`src/rtl/rtsnoc_int_tx.sv`:
```
// Interrupt-forwarding transmitter for one RTSNoC local port: sends UP/DOWN (level)
// or PULSE (rising-edge) one-flit packets to a fixed node and drains inbound flits.
module rtsnoc_int_tx #(
    parameter int NOC_DATA_WIDTH    = 32,
    parameter int NOC_LOCAL_ADR     = 0,
    parameter int NOC_X             = 0,
    parameter int NOC_Y             = 0,
    parameter int NOC_LOCAL_ADR_TGT = 0,
    parameter int NOC_X_TGT         = 0,
    parameter int NOC_Y_TGT         = 0,
    parameter int SOC_SIZE_X        = 1,
    parameter int SOC_SIZE_Y        = 1,
    parameter int PULSE_MODE        = 0,
    parameter int PEND_W            = 3,
    localparam int NOC_BUS_SIZE     = NOC_DATA_WIDTH + 2*SOC_SIZE_X + 2*SOC_SIZE_Y + 6
) (
    input  logic                    clk_i,
    input  logic                    rst_i,
    input  logic                    int_i,
    output logic [NOC_BUS_SIZE-1:0] noc_din_o,
    output logic                    noc_wr_o,
    output logic                    noc_rd_o,
    input  logic [NOC_BUS_SIZE-1:0] noc_dout_i,
    input  logic                    noc_wait_i,
    input  logic                    noc_nd_i
);
    typedef enum logic {IDLE, SEND} state_t;

    localparam int HDR_W = NOC_BUS_SIZE - NOC_DATA_WIDTH;
    localparam logic [HDR_W-1:0] HDR = {SOC_SIZE_X'(NOC_X), SOC_SIZE_Y'(NOC_Y), 3'(NOC_LOCAL_ADR),
                                        SOC_SIZE_X'(NOC_X_TGT), SOC_SIZE_Y'(NOC_Y_TGT),
                                        3'(NOC_LOCAL_ADR_TGT)};
    localparam logic [1:0] T_UP = 2'd1, T_DOWN = 2'd2, T_PULSE = 2'd3;
    localparam logic [PEND_W-1:0] PEND_MAX = '1;

    state_t                    state_q, state_d;
    logic                      s1_q, int_s_q, int_s_d_q;
    logic                      sent_q, sent_d;
    logic [PEND_W-1:0]         pend_q, pend_d;
    logic [7:0]                seq_q, seq_d;
    logic [NOC_DATA_WIDTH-1:0] data_q, data_d;
    logic                      wr_q, wr_d;
    logic                      rd_q;
    logic                      rise, dec;
    logic                      unused_dout;

    assign unused_dout = ^noc_dout_i;
    assign rise        = (PULSE_MODE != 0) && int_s_q && !int_s_d_q;

    always_comb begin
        state_d = state_q;
        wr_d    = wr_q;
        data_d  = data_q;
        sent_d  = sent_q;
        seq_d   = seq_q;
        dec     = 1'b0;
        case (state_q)
            IDLE: begin
                if (PULSE_MODE == 0) begin
                    if (int_s_q != sent_q) begin
                        data_d       = '0;
                        data_d[15:8] = seq_q;
                        data_d[1:0]  = int_s_q ? T_UP : T_DOWN;
                        sent_d       = int_s_q;
                        wr_d         = 1'b1;
                        state_d      = SEND;
                    end
                end else if (pend_q != '0) begin
                    data_d       = '0;
                    data_d[15:8] = seq_q;
                    data_d[1:0]  = T_PULSE;
                    dec          = 1'b1;
                    wr_d         = 1'b1;
                    state_d      = SEND;
                end
            end
            SEND: begin
                if (wr_q && !noc_wait_i) begin
                    wr_d    = 1'b0;
                    seq_d   = seq_q + 8'd1;
                    state_d = IDLE;
                end
            end
            default: state_d = IDLE;
        endcase

        // Simultaneous edge and launch cancel; edges beyond the counter range are lost.
        pend_d = pend_q;
        if (rise && !dec && pend_q != PEND_MAX)
            pend_d = pend_q + PEND_W'(1);
        else if (!rise && dec)
            pend_d = pend_q - PEND_W'(1);
    end

    always_ff @(posedge clk_i) begin
        if (rst_i) begin
            state_q   <= IDLE;
            s1_q      <= 1'b0;
            int_s_q   <= 1'b0;
            int_s_d_q <= 1'b0;
            sent_q    <= 1'b0;
            pend_q    <= '0;
            seq_q     <= '0;
            data_q    <= '0;
            wr_q      <= 1'b0;
            rd_q      <= 1'b0;
        end else begin
            state_q   <= state_d;
            s1_q      <= int_i;
            int_s_q   <= s1_q;
            int_s_d_q <= int_s_q;
            sent_q    <= sent_d;
            pend_q    <= pend_d;
            seq_q     <= seq_d;
            data_q    <= data_d;
            wr_q      <= wr_d;
            rd_q      <= noc_nd_i & ~rd_q;
        end
    end

    assign noc_din_o = {HDR, data_q};
    assign noc_wr_o  = wr_q;
    assign noc_rd_o  = rd_q;
endmodule

```
`config.mk`:
```
export PLATFORM = sky130hd
export DESIGN_NAME = rtsnoc_int_tx
export DESIGN_NICKNAME = d
export VERILOG_FILES = /design/src/rtl/rtsnoc_int_tx.sv
export SDC_FILE = /design/constraint.sdc
export NUM_CORES = 1
export LEC_CHECK = 0
export CAP_MARGIN = 20
export CORE_MARGIN = 10
export CORE_UTILIZATION = 35
export DETAILED_ROUTE_END_ITERATION = 10
export GPL_ROUTABILITY_DRIVEN = 0
export PLACE_DENSITY_LB_ADDON = 0.08
export SLEW_MARGIN = 25
export SYNTH_ARGS = -nofsm -noshare
export SYNTH_HDL_FRONTEND = slang
export SYNTH_SLANG_ARGS = --single-unit
```
`constraint.sdc`:
```
create_clock -name clk_i -period 1.9 [get_ports clk_i]
set_input_delay 0.285 -clock clk_i [delete_from_list [all_inputs] [get_ports clk_i]]
set_output_delay 0.285 -clock clk_i [all_outputs]
set_load 0.05 [all_outputs]
```
==> out/results.ini, run 1 <==
[floorplan]
rows = 20
die_h_um = 77.0
initial_core_util_pct = 36.9
ios = 91
die_w_um = 77.0
dieArea_um2 = 5930
core-area_um2 = 3080

[route]
drc = 0
ant_nets = 0
vias = 841
drt_iter0_drc = 43
viasPerCell = 4.38
wirelength_um = 2340
drt-wirelength-per-cell_um = 12.2
drtPass1Iterations = 4

[logic_synthesis]
yosys-mux-area-fraction_pct = 0.881
synth-seq-cells = 23
ys.warnings.count = 0
synth_edf_count = 0
synth_top_area_share_pct = 40.5
ys_types = 24
synthAdderAreaFrac_pct = 1.10
seq_area_frac_synth_pct = 40.5
synthMostInstantiatedCell = buf_4
synth.area.top_cells = dfxtp_1, buf_4, a21oi_1
synthArstFlopShare_pct = 0
synth_compound_area_share_pct = 14.3
syn_inst = 130
synth_ff_type = dfxtp_1
synth_top_family_by_area = buffers and inverters
synth_xor_xnor_area_share_pct = 3.08
syn_area_um2 = 1140
synthSimpleGateAreaFrac_pct = 16.6
syn_avg_cell_area_um2 = 8.74
synthTopCellsByCount = buf_4, dfxtp_1, a21oi_1
synth_top_cell_by_area = dfxtp_1

[critical_path]
crit_type = reg2out
worstSetupStartpoint = data_q[1]$_SDFFE_PP0P_
critPathTopFamily = buffers and inverters
slowest_stage = clkdlybuf4s50_1
end_kind = primary output
slowest_delay_ns = 0.81
worstPathBufferInverterCount = 1
cp.arrival_ns = 1.49
required_ns = 1.62
startpoint_type = flip-flop
r2r-start = seq_q[0]$_SDFFE_PP0P_
cp_cell_sequence = clkdlybuf4s50_1
worst-path-max-fanout = 3

[worst_hold_path]
hold_class = reg2reg
hp-start = noc_rd_o$_SDFF_PP0_

[placed_design]
portBuffers = 16
placedCellCount = 188
place_area_um2 = 1230
post-dp-hpwl_um = 1860

[sta]
post-route-period-util_pct = 93.6
hold_slack_ns = 0.429
fin_skew_ns = 0.00921
fmax_ghz = 0.562
finalCriticalPeriod_ns = 1.78
worst_slew_pin_slew_ns = 0.584
hold_viol = 0
slew_headroom_pct = 60.8
rsz0062_at_grt = no
finalSetupViolCount = 0
slew_violations = 0
setup_tns_ns = 0

[clocking]
cts_root_buffer = clkbuf_4
ctsLongestPathBuffers = 2
cts_sinks = 23
postCtsResizedCells = 0
path_clk_slew_ns = 0.13
cts_tree = done
post-cts-setup-buffers = 0
worst_skew_pair.late_latency_ns = 0.31
ctsHoldBuffers = 0
cts_buffers = 3
cts_htree_levels = 1

[finish]
diodes = 0
area_growth_pct = 10.4
ff_latch_area_um2 = 460
layout-drive-gt1-share_pct = 6.76
design_area_um2 = 1250
multi_input_area_um2 = 529
fill_cells = 340
stdcell_count = 192
fin_nets = 197

[global_routing]
grt_pass1_vias = 804
grt_overflow = 0
track_usage_pct = 7.53
antenna_found_initial = 0
grt_max_degree = 14
grt_pass1_wl_um = 3700

[power]
power_switching_uw = 337
ir_worst_vdd_mv = 0.268
power_frac_clock_pct = 23.7
p_int_uw = 597
p_per_area_nw_per_um2 = 745
p_leak_uw = 0.000502
p_comb_share_pct = 22.8
swShare_pct = 36.1
seq_power_share_pct = 53.5
finalPower_uw = 934

[job]
drv_cap = 0

[status]
status = complete, no violations

==> state kept, by name, summed over array words and instances (netlist names) <==
signal,cells
int_s_q,1
noc_rd_o,1
s1_q,1
noc_wr_o,1
state_q,1
seq_q,8
data_q,10
==> layer usage <==
metal	up-vias	global-route usage, %	wire length (µm)
met5	-	0	0
met4	0	4.38	49
met3	5	4.66	325
met2	43	11.6	1030
met1	374	7.69	927
li1	419	-	-
==> power by group through the flow <==
stage | logic [µW] | registers [µW] | clock network [µW]
floorplan | 221 | 522 | 0
global placement | 210 | 510 | 0
detailed placement | 210 | 510 | 0
CTS | 211 | 500 | 237
global route | 224 | 501 | 258
finish | 213 | 499 | 221
==> placed cells by master, fill, tap and decap left out, types with 2 or more instances in the layout <==
| cell type | instances |
|---|---|
| buf_4 | 5 |
| clkbuf_4 | 3 |
| conb_1 | 32 |
| clkdlybuf4s50_1 | 14 |
| o31ai_1 | 2 |
| o21ai_0 | 12 |
| nor2_1 | 4 |
| or3_1 | 3 |
| xor2_1 | 3 |
| nand4_1 | 2 |
| a21oi_1 | 16 |
| dfxtp_1 | 23 |
| nor2b_1 | 4 |
| or4_1 | 2 |
| nand2_1 | 4 |
| nand3_1 | 9 |
==> logic make-up after synthesis <==
| logic type | after synthesis |
|---|---|
| DFF | 23 |
| and+or+nand+nor | 32 |
| AOI/OAI and AO/OA | 31 |
| muxes | 1 |
| other | 1 |
| xor gates and xnor gates | 4 |
| buffers and inverters | 37 |
| adders and majority gates | 1 |
==> final cells by class <==
| cell class | count | share of cell area [%] |
|---|---|---|
| Clock buffer | 3 | 1.80 |
| Inverter | 1 | 0.299 |
| Multi-Input combinational cell | 101 | 42.2 |
| Tap cell | 44 | 4.39 |
| Clock inverter | 1 | 0.399 |
| Sequential cell | 23 | 36.7 |
| Timing Repair Buffer | 19 | 14.2 |
==> metrics by stage <==
step	setup slack [ns]	utilization [%]
after floorplan	0.331	-
after global placement	0.245	39.8
after detailed placement	0.240	39.8
after CTS	0.102	40.7
after global routing	0.0630	40.7
final	0.122	40.7
==> final timing paths <==
kind                           end  slack [ns]  cells after the start
min reg2reg    noc_rd_o$_SDFF_PP0_        0.43                      1
max reg2reg  seq_q[6]$_SDFFE_PP0P_        0.47                      4
max                   noc_din_o[1]        0.12                      1
min            noc_rd_o$_SDFF_PP0_        0.43                      1
(Power assumes the default switching activity.)
==> inputs of run 2 (changes only) <==
--- a/config.mk
+++ b/config.mk
@@ -6,6 +6,7 @@
 export NUM_CORES = 1
 export LEC_CHECK = 0
 export CAP_MARGIN = 20
+export CORE_ASPECT_RATIO = 1.5
 export CORE_MARGIN = 10
 export CORE_UTILIZATION = 35
 export DETAILED_ROUTE_END_ITERATION = 10
==> out/results.ini, run 2 (synthesized netlist as in run 1, its figures left out) <==
[route]
drt-wirelength-per-cell_um = 12.6  ; +3.2%
drtPass1Iterations = 4  ; unchanged
drt_iter0_drc = 8  ; -81%
drc = 0  ; unchanged
wirelength_um = 2350  ; +0.51%
viasPerCell = 4.43  ; +1.1%
ant_nets = 0  ; unchanged
vias = 828  ; -1.5%

[clocking]
cts_root_buffer = clkbuf_8
post-cts-setup-buffers = 0  ; unchanged
ctsLongestPathBuffers = 2  ; unchanged
worst_skew_pair.late_latency_ns = 0.26  ; -0.05 ns
postCtsResizedCells = 0  ; unchanged
cts_buffers = 3  ; unchanged
cts_tree = done
path_clk_slew_ns = 0.08  ; -0.05 ns
cts_sinks = 23  ; unchanged
ctsHoldBuffers = 0  ; unchanged
cts_htree_levels = 1  ; unchanged

[worst_hold_path]
hold_class = reg2reg
hp-start = noc_rd_o$_SDFF_PP0_

[power]
p_comb_share_pct = 21.1  ; -1.7 points
seq_power_share_pct = 49.5  ; -4.0 points
p_leak_uw = 0.000503  ; about the same
finalPower_uw = 1010  ; +7.8%
p_per_area_nw_per_um2 = 800  ; +7.4%
p_int_uw = 666  ; +12%
power_switching_uw = 341  ; +1.2%
ir_worst_vdd_mv = 0.331  ; +23%
swShare_pct = 33.9  ; -2.2 points
power_frac_clock_pct = 29.3  ; +5.6 points

[critical_path]
cp.arrival_ns = 1.42  ; -0.07 ns
cp_cell_sequence = clkdlybuf4s50_1
crit_type = reg2out
r2r-start = seq_q[0]$_SDFFE_PP0P_
reg2reg_slack_ns = 0.51  ; +0.04 ns
required_ns = 1.62  ; about the same
slowest_stage = clkdlybuf4s50_1
slowest_delay_ns = 0.81  ; about the same
critPathTopFamily = buffers and inverters
end_kind = primary output
worst-path-max-fanout = 3  ; unchanged
worstSetupStartpoint = data_q[1]$_SDFFE_PP0P_
startpoint_type = flip-flop
worstPathBufferInverterCount = 1  ; unchanged

[floorplan]
dieArea_um2 = 5970  ; +0.79%
die_h_um = 89.8  ; +17%
core-area_um2 = 3130  ; +1.6%
rows = 25  ; +25%
die_w_um = 66.5  ; -14%
initial_core_util_pct = 36.3  ; -0.59 points
ios = 91  ; unchanged

[finish]
layout-drive-gt1-share_pct = 5.44  ; -1.3 points
fin_nets = 196  ; -0.51%
largest_register = data_q
largest_reg_flops = 10  ; unchanged
ff_latch_area_um2 = 460  ; unchanged
fill_cells = 349  ; +2.6%
multi_input_area_um2 = 529  ; unchanged
reg.largest.list = data_q: 10 flops, seq_q: 8 flops
stdcell_count = 187  ; -2.6%
final_cell_mix = conb_1, dfxtp_1, a21oi_1
final_common_cell = conb_1
area_growth_pct = 10.8
diodes = 0  ; unchanged

[sta]
setup_ws_ns = 0.192  ; +0.0697 ns
rsz0062_at_grt = no
finalSetupViolCount = 0  ; unchanged
setup_tns_ns = 0  ; unchanged
post-route-period-util_pct = 89.9  ; -3.7 points
fin_skew_ns = 0.00299  ; -0.00622 ns
slew_headroom_pct = 57.7  ; -3.1 points
worst_slew_pin_slew_ns = 0.632  ; +0.0489 ns
fmax_ghz = 0.585  ; +4.1%
hold_viol = 0  ; unchanged
slew_violations = 0  ; unchanged
finalCriticalPeriod_ns = 1.71  ; -0.0697 ns

[job]
drv_cap = 0  ; unchanged

[global_routing]
grt_overflow = 0  ; unchanged
antenna_found_initial = 0  ; unchanged
grt_pass1_wl_um = 3790  ; +2.4%
track_usage_pct = 7.85  ; +0.32 points
grt_max_degree = 14  ; unchanged
grt_pass1_vias = 802  ; -0.25%

[placed_design]
portBuffers = 16  ; unchanged
dp_slack_ns = 0.219  ; -0.0215 ns
post-dp-hpwl_um = 1910  ; +3.1%
placedCellCount = 183  ; -2.7%

[status]
status = complete, no violations

run 2: cell count changes in the layout (fill, tap and decap cells not counted):
cell and delta:
buf_4 -1, clkbuf_1 +1, clkbuf_4 -3, clkbuf_8 +3, clkinv_2 -1
run 2: per-layer routing:
layer	part of all wire, %	global-route usage (%)
met1	36	7.36
met2	53	14.3
met3	9.8	2.61
met4	1.0	3.68
met5	0	0
run 2: final cells by class:
type                            count  area share (%)
Clock buffer                        4            3.58
Inverter                            1           0.298
Multi-Input combinational cell    101            42.0
Sequential cell                    23            36.6
Tap cell                           40            3.98
Timing Repair Buffer               18            13.5
run 2: final timing paths:
path / to / cells after the start
worst min register to register: noc_rd_o$_SDFF_PP0_ / 1
worst max-delay path: noc_din_o[1] / 1
worst min-delay path: noc_rd_o$_SDFF_PP0_ / 1
worst max register to register: seq_q[4]$_SDFFE_PP0P_ / 4
run 2: stage by stage:
step / cell area [µm²] / utilization, % / hold slack [ns]
after floorplan: 1250 / - / 0.357
after global placement: 1210 / 38.8 / 0.406
after detailed placement: 1210 / 38.8 / 0.416
after CTS: 1260 / 40.2 / 0.428
after global routing: 1260 / 40.2 / 0.448
final: 1260 / 40.2 / 0.421
run 2: power by group through the flow:
stage	clock network (µW)	logic, µW	registers [µW]
6_report	295	213	499
4_1_cts	307	210	499
5_1_grt	329	223	501
3_5_place_dp	0	210	510
3_3_place_gp	0	209	510
2_1_floorplan	0	221	522
